===== src/rtl/vga_timing_gen.sv =====
// vga_timing_gen: pixel-tick prescaler, 800x525 raster counters, sync/blank decode and per-cell coordinates.
// Define VGA_SYNC_ACTIVE_HIGH_EN for active-high hsync/vsync (default active-low).
module vga_timing_gen #(
  parameter int CLK_DIV   = 4,
  parameter int H_VISIBLE = 640,
  parameter int H_FP      = 16,
  parameter int H_SYNC    = 96,
  parameter int H_BP      = 48,
  parameter int V_VISIBLE = 480,
  parameter int V_FP      = 10,
  parameter int V_SYNC    = 2,
  parameter int V_BP      = 33,
  parameter int CELL_W    = 160,
  parameter int CELL_H    = 160
) (
  input  logic       clk,
  input  logic       reset_n,
  output logic       pix_tick,
  output logic [9:0] hcount,
  output logic [9:0] vcount,
  output logic       hsync,
  output logic       vsync,
  output logic       video_on,
  output logic       line_start,
  output logic       frame_start,
  output logic [3:0] cell_col,
  output logic [3:0] cell_row,
  output logic [7:0] cell_x,
  output logic [7:0] cell_y
);
  localparam int H_TOTAL = H_VISIBLE + H_FP + H_SYNC + H_BP;
  localparam int V_TOTAL = V_VISIBLE + V_FP + V_SYNC + V_BP;
  localparam int DW      = CLK_DIV > 1 ? $clog2(CLK_DIV) : 1;
  logic [DW-1:0] div_q, div_d;
  logic          tick_q, tick_d;
  logic [9:0]    h_q, h_d, v_q, v_d;
  logic [7:0]    cx_q, cx_d, cy_q, cy_d;
  logic [3:0]    col_q, col_d, row_q, row_d;
  logic          div_end, h_end, v_end, line_adv, x_step, y_step, cx_wrap, cy_wrap, h_act, v_act;
  always_comb begin
    div_end  = div_q == DW'(CLK_DIV - 1);
    h_end    = h_q == 10'(H_TOTAL - 1);
    v_end    = v_q == 10'(V_TOTAL - 1);
    line_adv = tick_q & h_end;
    x_step   = tick_q & (h_q < 10'(H_VISIBLE));
    y_step   = line_adv & (v_q < 10'(V_VISIBLE));
    cx_wrap  = cx_q == 8'(CELL_W - 1);
    cy_wrap  = cy_q == 8'(CELL_H - 1);
    div_d    = div_end ? '0 : div_q + 1'b1;
    tick_d   = div_end;
    h_d      = !tick_q ? h_q : h_end ? '0 : h_q + 1'b1;
    v_d      = !line_adv ? v_q : v_end ? '0 : v_q + 1'b1;
    // Offsets clear at end of line/frame, step while visible, and otherwise hold through blanking.
    cx_d     = line_adv ? '0 : x_step ? (cx_wrap ? '0 : cx_q + 1'b1) : cx_q;
    col_d    = line_adv ? '0 : (x_step & cx_wrap) ? col_q + 1'b1 : col_q;
    cy_d     = (line_adv & v_end) ? '0 : y_step ? (cy_wrap ? '0 : cy_q + 1'b1) : cy_q;
    row_d    = (line_adv & v_end) ? '0 : (y_step & cy_wrap) ? row_q + 1'b1 : row_q;
  end
  always_ff @(posedge clk or negedge reset_n) begin
    if (!reset_n) begin
      div_q  <= '0;
      tick_q <= 1'b0;
      h_q    <= '0;
      v_q    <= '0;
      cx_q   <= '0;
      cy_q   <= '0;
      col_q  <= '0;
      row_q  <= '0;
    end else begin
      div_q  <= div_d;
      tick_q <= tick_d;
      h_q    <= h_d;
      v_q    <= v_d;
      cx_q   <= cx_d;
      cy_q   <= cy_d;
      col_q  <= col_d;
      row_q  <= row_d;
    end
  end
  assign h_act = (h_q >= 10'(H_VISIBLE + H_FP)) && (h_q <= 10'(H_VISIBLE + H_FP + H_SYNC - 1));
  assign v_act = (v_q >= 10'(V_VISIBLE + V_FP)) && (v_q <= 10'(V_VISIBLE + V_FP + V_SYNC - 1));
`ifdef VGA_SYNC_ACTIVE_HIGH_EN
  assign hsync = h_act;
  assign vsync = v_act;
`else
  assign hsync = ~h_act;
  assign vsync = ~v_act;
`endif
  assign pix_tick    = tick_q;
  assign hcount      = h_q;
  assign vcount      = v_q;
  assign video_on    = (h_q < 10'(H_VISIBLE)) && (v_q < 10'(V_VISIBLE));
  assign line_start  = tick_q & (h_q == '0);
  assign frame_start = line_start & (v_q == '0);
  assign cell_col    = col_q;
  assign cell_row    = row_q;
  assign cell_x      = cx_q;
  assign cell_y      = cy_q;
endmodule


===== config.mk =====
export PLATFORM = sky130hd
export DESIGN_NAME = vga_timing_gen
export DESIGN_NICKNAME = d
export VERILOG_FILES = /design/src/rtl/vga_timing_gen.sv
export SDC_FILE = /design/constraint.sdc
export NUM_CORES = 1
export LEC_CHECK = 0
export ABC_AREA = 1
export ABC_CLOCK_PERIOD_IN_PS = 1880
export BUFFER_PORTS_ARGS = -buffer_cell sky130_fd_sc_hd__buf_2
export CORE_ASPECT_RATIO = 0.6
export CORE_UTILIZATION = 30
export CTS_BUF_LIST = sky130_fd_sc_hd__clkbuf_4 sky130_fd_sc_hd__clkbuf_8 sky130_fd_sc_hd__clkbuf_16
export DETAILED_ROUTE_END_ITERATION = 12
export PLACE_DENSITY_LB_ADDON = 0.12
export SYNTH_ARGS = -nofsm -noshare
export SYNTH_HDL_FRONTEND = slang
export SYNTH_SLANG_ARGS = --single-unit

===== constraint.sdc =====
create_clock -name clk -period 1.88 [get_ports clk]
set_input_delay 0.094 -clock clk [delete_from_list [all_inputs] [get_ports clk]]
set_output_delay 0.094 -clock clk [all_outputs]
set_load 0.02 [all_outputs]

== Word-level counts from Yosys, hierarchy flattened ==
Cells that the tools add are included.
W data, S select, Z words.

* Eq/ne operators: 5
* Bitwise operators: 10
* Mux-type cells: 13
* Order comparisons: 6
* Add/subtract/negate cells: 7
* Reductions and logical operators: 9

{| class="wikitable"
|+ Operator list
! operator !! number
|-
| $mux W8 || 6
|-
| $add A10 B1 Y10 const B || 2
|-
| $eq A10 B10 Y1 const B || 2
|-
| $logic_not A10 Y1 || 2
|-
| $mux W10 || 2
|-
| $add A8 B1 Y8 const B || 2
|-
| $eq A8 B8 Y1 const B || 2
|-
| $mux W4 || 4
|-
| $ge A10 B10 Y1 const B || 1
|-
| $ge A10 B9 Y1 const B || 1
|-
| $le A10 B10 Y1 const B || 1
|-
| $le A10 B9 Y1 const B || 1
|-
| $lt A10 B10 Y1 const B || 1
|-
| $lt A10 B9 Y1 const B || 1
|-
| $add A4 B1 Y4 const B || 2
|-
| $and A1 B1 Y1 || 8
|-
| $reduce_bool A2 Y1 || 4
|-
| $logic_and A1 B1 Y1 || 3
|-
| $add A2 B1 Y2 const B || 1
|-
| $eq A2 B2 Y1 const B || 1
|-
| $mux W2 || 1
|-
| $not A1 Y1 || 2
|}

* Register bits after elaboration: 47
* Output and inout port bits: 50

== Depth between registers and ports, before layout ==
* Depth after elaboration: 6
* Gate-level depth with buffers: 9
* Gate-level depth less buffers: 9

== Least setup slack after synthesis ==
OpenSTA, ideal clock, no wires.

* Path type: register to output
* From: reg tick_q, in the netlist pix_tick
* To: out frame_start
* Stages on the path, launching flop included: 4
* Arrival time: 1.604 ns
* Required time: 1.786 ns
* Setup slack: 0.182 ns
* Cell sequence: dfrtp_1 -> buf_2 -> nand4_1 -> nor4_1

* Longest elaborated chain between the ends: 2

{| class="wikitable"
|+ Ends and longest elaborated chain
! what !! line !! text
|-
| start, declared || 35 || <nowiki>logic tick_q, tick_d;</nowiki>
|-
| start signal, assigned || 71 || <nowiki>tick_q <= tick_d;</nowiki>
|-
| $and A1 B1 Y1 || 93 || <nowiki>assign line_start = tick_q & (h_q == '0);</nowiki>
|-
| $and A1 B1 Y1 || 94 || <nowiki>assign frame_start = line_start & (v_q == '0);</nowiki>
|-
| end, declared || 25 || <nowiki>output logic frame_start,</nowiki>
|}

No other way between the ends.

== Final worst setup path ==
* From: reg h_q[0], in the netlist hcount[0]
* To: out frame_start

* Longest elaborated chain between the ends: 3

{| class="wikitable"
|+ Ends and longest elaborated chain
! what !! line !! text
|-
| start, declared || 36 || <nowiki>logic [9:0] h_q, h_d, v_q, v_d;</nowiki>
|-
| start signal, assigned || 63 || <nowiki>h_q <= '0;</nowiki>
|-
| start signal, assigned || 72 || <nowiki>h_q <= h_d;</nowiki>
|-
| $logic_not A10 Y1 || 93 ||
|-
| $and A1 B1 Y1 || 93 ||
|-
| $and A1 B1 Y1 || 94 ||
|}

No other way between the ends.

==> metrics.sh <==
STATUS='finished clean'
PWR_CELL_AREA_nW_PER_UM2=576
MAPPEDNETLISTAREA_UM2=2790
CTS-ROOT-TO-SINK-BUFFERS=2
WORSTSKEWPAIRLATENCY_NS=0.30
CLK_TRANSITION_REPORTED_PATHS_NS=0.07
WORSTMARGINPINSLEW_NS=0.553
SYNTH_LARGEST_TYPE_AREA_FRACTION_PCT=42.1
SYNTH_NETS=371
IO_BUFFER_COUNT=51
POWER.IR.VDD_WORST_V=0.000301
LAYOUT.FILLER_CELLS=909
P_CLK_SHARE_PCT=47.9
WORSTPATHCELLLIST='inv_1, ha_1, nand4_1, nor4_1, buf_2'
ENDPOINT_KIND='output pin'
POST_SYNTH_MAIN_AREA_CONTRIBUTORS='sky130_fd_sc_hd__dfrtp_1, sky130_fd_sc_hd__nand2_1, sky130_fd_sc_hd__nand3_1, sky130_fd_sc_hd__inv_1, sky130_fd_sc_hd__nor2_1'
DR.PASS1.ITERS=4
TRITONCTS_BUFFERS=5
SHORTEST_PERIOD_THE_WORST_PATH_ALLOWS_NS=1.73
GRT_ANTENNA_BEFORE_REPAIR=0
YS_SEQ_ELEMENTS=47
TOTAL_SWITCHING_POWER_mW=0.428
LAYOUT-AREA-OVERHEAD-VS-SYNTH_PCT=23.9
DIE-AREA_UM2=9710
P_TOTAL_mW=1.99
CORE_ROWS=26
LAYOUT.CORE_UTILIZATION_PCT=39.5
DR.FIRST_ITER.DRC_COUNT=119
GROUTE.USAGE.OVERALL_PCT=16.2
FMAX_MHz=577
SYNTH.LARGEST_AREA_CELL='sky130_fd_sc_hd__dfrtp_1'
VIASPERCELL=4.80
IO_PINS=52
P_INT_mW=1.56
TIMING.HOLD.WS_NS=0.317
DRTANTENNAVIOLNETS=0
NUMCLOCKSINKS=47
INSERTEDDIODECOUNT=0
WORST_SETUP_PATH_START_KIND='register'
LEAKAGEPOWER_nW=1.84
TRITONCTS='done'
SYNTHARSTFLOPSHARE_PCT=100
FIRST_GLOBAL_VIAS=2341
TIMING_HOLD_VIOLATIONS_FINAL=0
YS.FLOP_TYPE='sky130_fd_sc_hd__dfrtp_1'
NUMBER_OF_MAX_CAP_VIOLATIONS=0
SWITCHING_SHARE_PCT=21.5
CRITPATHSLOWESTCELL='sky130_fd_sc_hd__dfrtp_1'
TOTAL_NUMBER_OF_VIAS=2617
CP_MAX_FO=5
SYN_AREA_PER_CELL_UM2=7.75
GRT_OVERFLOW_TOTAL=0
POWER_FRAC_SEQ_PCT=50.7
COREAREA_UM2=8750
FINALWEIGHTEDCONGESTION=0.831
CLOCK_TREE_ROOT_DRIVER_CELL='sky130_fd_sc_hd__clkbuf_16'
COUNT_OF_H_TREE_LEVELS_BUILT_DURING_CTS=2
FINALWIRELENGTH_MM=7.28
FIN_CRIT_SH_PCT=92.1
FIN_NETS=443
SETUP-VIOLATIONS-FINAL=0
DIE-HEIGHT_UM=76.7
MIN_PATH_TYPE='in -> async'
YOSYSUNIQUECELLTYPES=32
CP_DATA_REQUIRED_TIME_NS=1.79
HPWLAFTERDP_MM=5.71
TIMING.CLOCK.SKEW_NS=0.00896
TIMING.FINAL.MAX_SLEW_VIOLATIONS=0
MAX_STAGE_DELAY_NS=0.42
DETAILED_ROUTE_WIRE_LENGTH_PER_CELL_UM=13.4
POST-ROUTE-DRC-COUNT=0
YOSYS_WARNINGS=0
GRT_MAX_DEGREE=25
MULTIINPUTGATEAREA_UM2=1430
UNREPAIRED_SETUP_ENDPOINTS_AFTER_GLOBAL_ROUTING='yes'
CRIT_PATH_CLASS='reg -> out'
POST_SYNTH_INST_COUNT=360
YOSYSSEQAREASHARE_PCT=42.1
DIE_W_UM=127
SHARE_COMB_OF_TOTAL_POWER_PCT=1.3
SYNTH_EDF_COUNT=0
FLOORPLAN.INITIALDENSITY_PCT=31.9
CRITICAL_PATH_ARRIVAL_NS=1.64
FINALSETUPTNS_NS=0
GRT_FIRST_PASS_WIRELENGTH_MM=12.2
FINAL_LAYOUT_SIZE_SUFFIX_GT1_SHARE_PCT=22.4
MAX_SLEW_MARGIN_PCT=63.1
LAYOUT.AREA.SEQ_UM2=1180
## cells by family after synthesis
| kind of cell | after synthesis | share of synthesized area, % |
|---|---|---|
| adders and majority gates | 9 | 4.03 |
| and+or+nand+nor | 212 | 36.8 |
| xor gates and xnor gates | 11 | 3.45 |
| DFF | 47 | 42.1 |
| buffers and inverters | 50 | 7.08 |
| AOI/OAI and AO/OA | 31 | 6.45 |
## power by group through the flow
stage,logic (mW),clock network [mW],registers (mW)
finish,0.0261,0.955,1.01
global route,0.0314,1.02,1.01
global placement,0.0262,0,1.03
floorplan,0.000000799,0,1.03
detailed placement,0.0264,0,1.03
CTS,0.0280,0.982,1.01
## cells in the final DEF (no fill, tap or decap), drive strengths merged, types with 11 or more instances in the layout
master / netlist / routed
inv: 47 / 47
nand3: 43 / 43
buf: 3 / 67
nand2: 91 / 91
o21ai: 22 / 22
xor2: 11 / 11
dfrtp: 47 / 47
nor2: 42 / 42
nand4: 17 / 17
nor3: 13 / 13
## through the flow
| step | instances | worst slack (ns) | area [um^2] |
|---|---|---|---|
| after floorplan | 360 | 0.182 | 2790 |
| after global placement | 534 | 0.138 | 3270 |
| after detailed placement | 534 | 0.131 | 3270 |
| after CTS | 543 | 0.122 | 3440 |
| after global routing | 545 | -0.0320 | 3460 |
| final | 545 | 0.148 | 3460 |
## Yosys cell counts, types with 3 or more instances
cell and n:
sky130_fd_sc_hd__nand4_1 16, sky130_fd_sc_hd__xor2_1 11, sky130_fd_sc_hd__nand3_1 42, sky130_fd_sc_hd__nor2_1 36, sky130_fd_sc_hd__nor2_4 5, sky130_fd_sc_hd__ha_1 9, sky130_fd_sc_hd__dfrtp_1 47, sky130_fd_sc_hd__a21oi_1 5
sky130_fd_sc_hd__inv_2 3, sky130_fd_sc_hd__o21ai_0 19, sky130_fd_sc_hd__inv_1 44, sky130_fd_sc_hd__nor3_1 11, sky130_fd_sc_hd__nand2_1 89
## metal layers
| metal | up-vias | track usage, % | share of wire (%) |
|---|---|---|---|
| li1 | 1331 | - | - |
| met1 | 1211 | 25.3 | 55 |
| met2 | 68 | 21.5 | 38 |
| met3 | 7 | 3.42 | 5.2 |
| met4 | 0 | 5.06 | 1.1 |
| met5 | - | 0 | 0 |
## flip-flops by register name, indices dropped and copies added, names as in the netlist
| name | cells |
|---|---|
| cell_x | 8 |
| vcount | 10 |
| cell_row | 4 |
| hcount | 10 |
| cell_col | 4 |
| cell_y | 8 |
| div_q | 2 |
| pix_tick | 1 |
## worst max-delay path: cells and delay by family (launching register included)
family	cells	cell delay [ns]
buffers and inverters	2	0.34
adders and majority gates	1	0.17
and+or+nand+nor	2	0.41
DFF	1	0.42
## final timing paths
kind	slack (ns)	to	from	cells past startpoint
worst max-delay path	0.15	frame_start	hcount[0]$_DFFE_PN0P_	5
worst min-delay path	0.32	cell_x[2]$_DFFE_PN0P_	reset_n	2
min in group clk	0.43	div_q[0]$_DFF_PN0_	div_q[0]$_DFF_PN0_	1
worst max register to register	0.17	cell_x[5]$_DFFE_PN0P_	hcount[0]$_DFFE_PN0P_	8
max in group asynchronous	0.93	vcount[9]$_DFFE_PN0N_	reset_n	3
worst min register to register	0.43	div_q[0]$_DFF_PN0_	div_q[0]$_DFF_PN0_	1
## what timing repair did
item	CTS	global route
setup buffers	0	2
gates resized for setup	0	3
hold endpoints to repair	22	0
hold buffers	1	0
setup endpoints to repair	0	5
## layout make-up
type / count / share of cell area (%)
clock buffer: 7 / 4.23
clock inverter: 1 / 0.253
inverter: 47 / 5.10
multi-input combinational: 263 / 41.2
sequential: 47 / 34.0
tap: 112 / 4.05
timing repair buffer: 68 / 11.1
(Power assumes the default switching activity.)
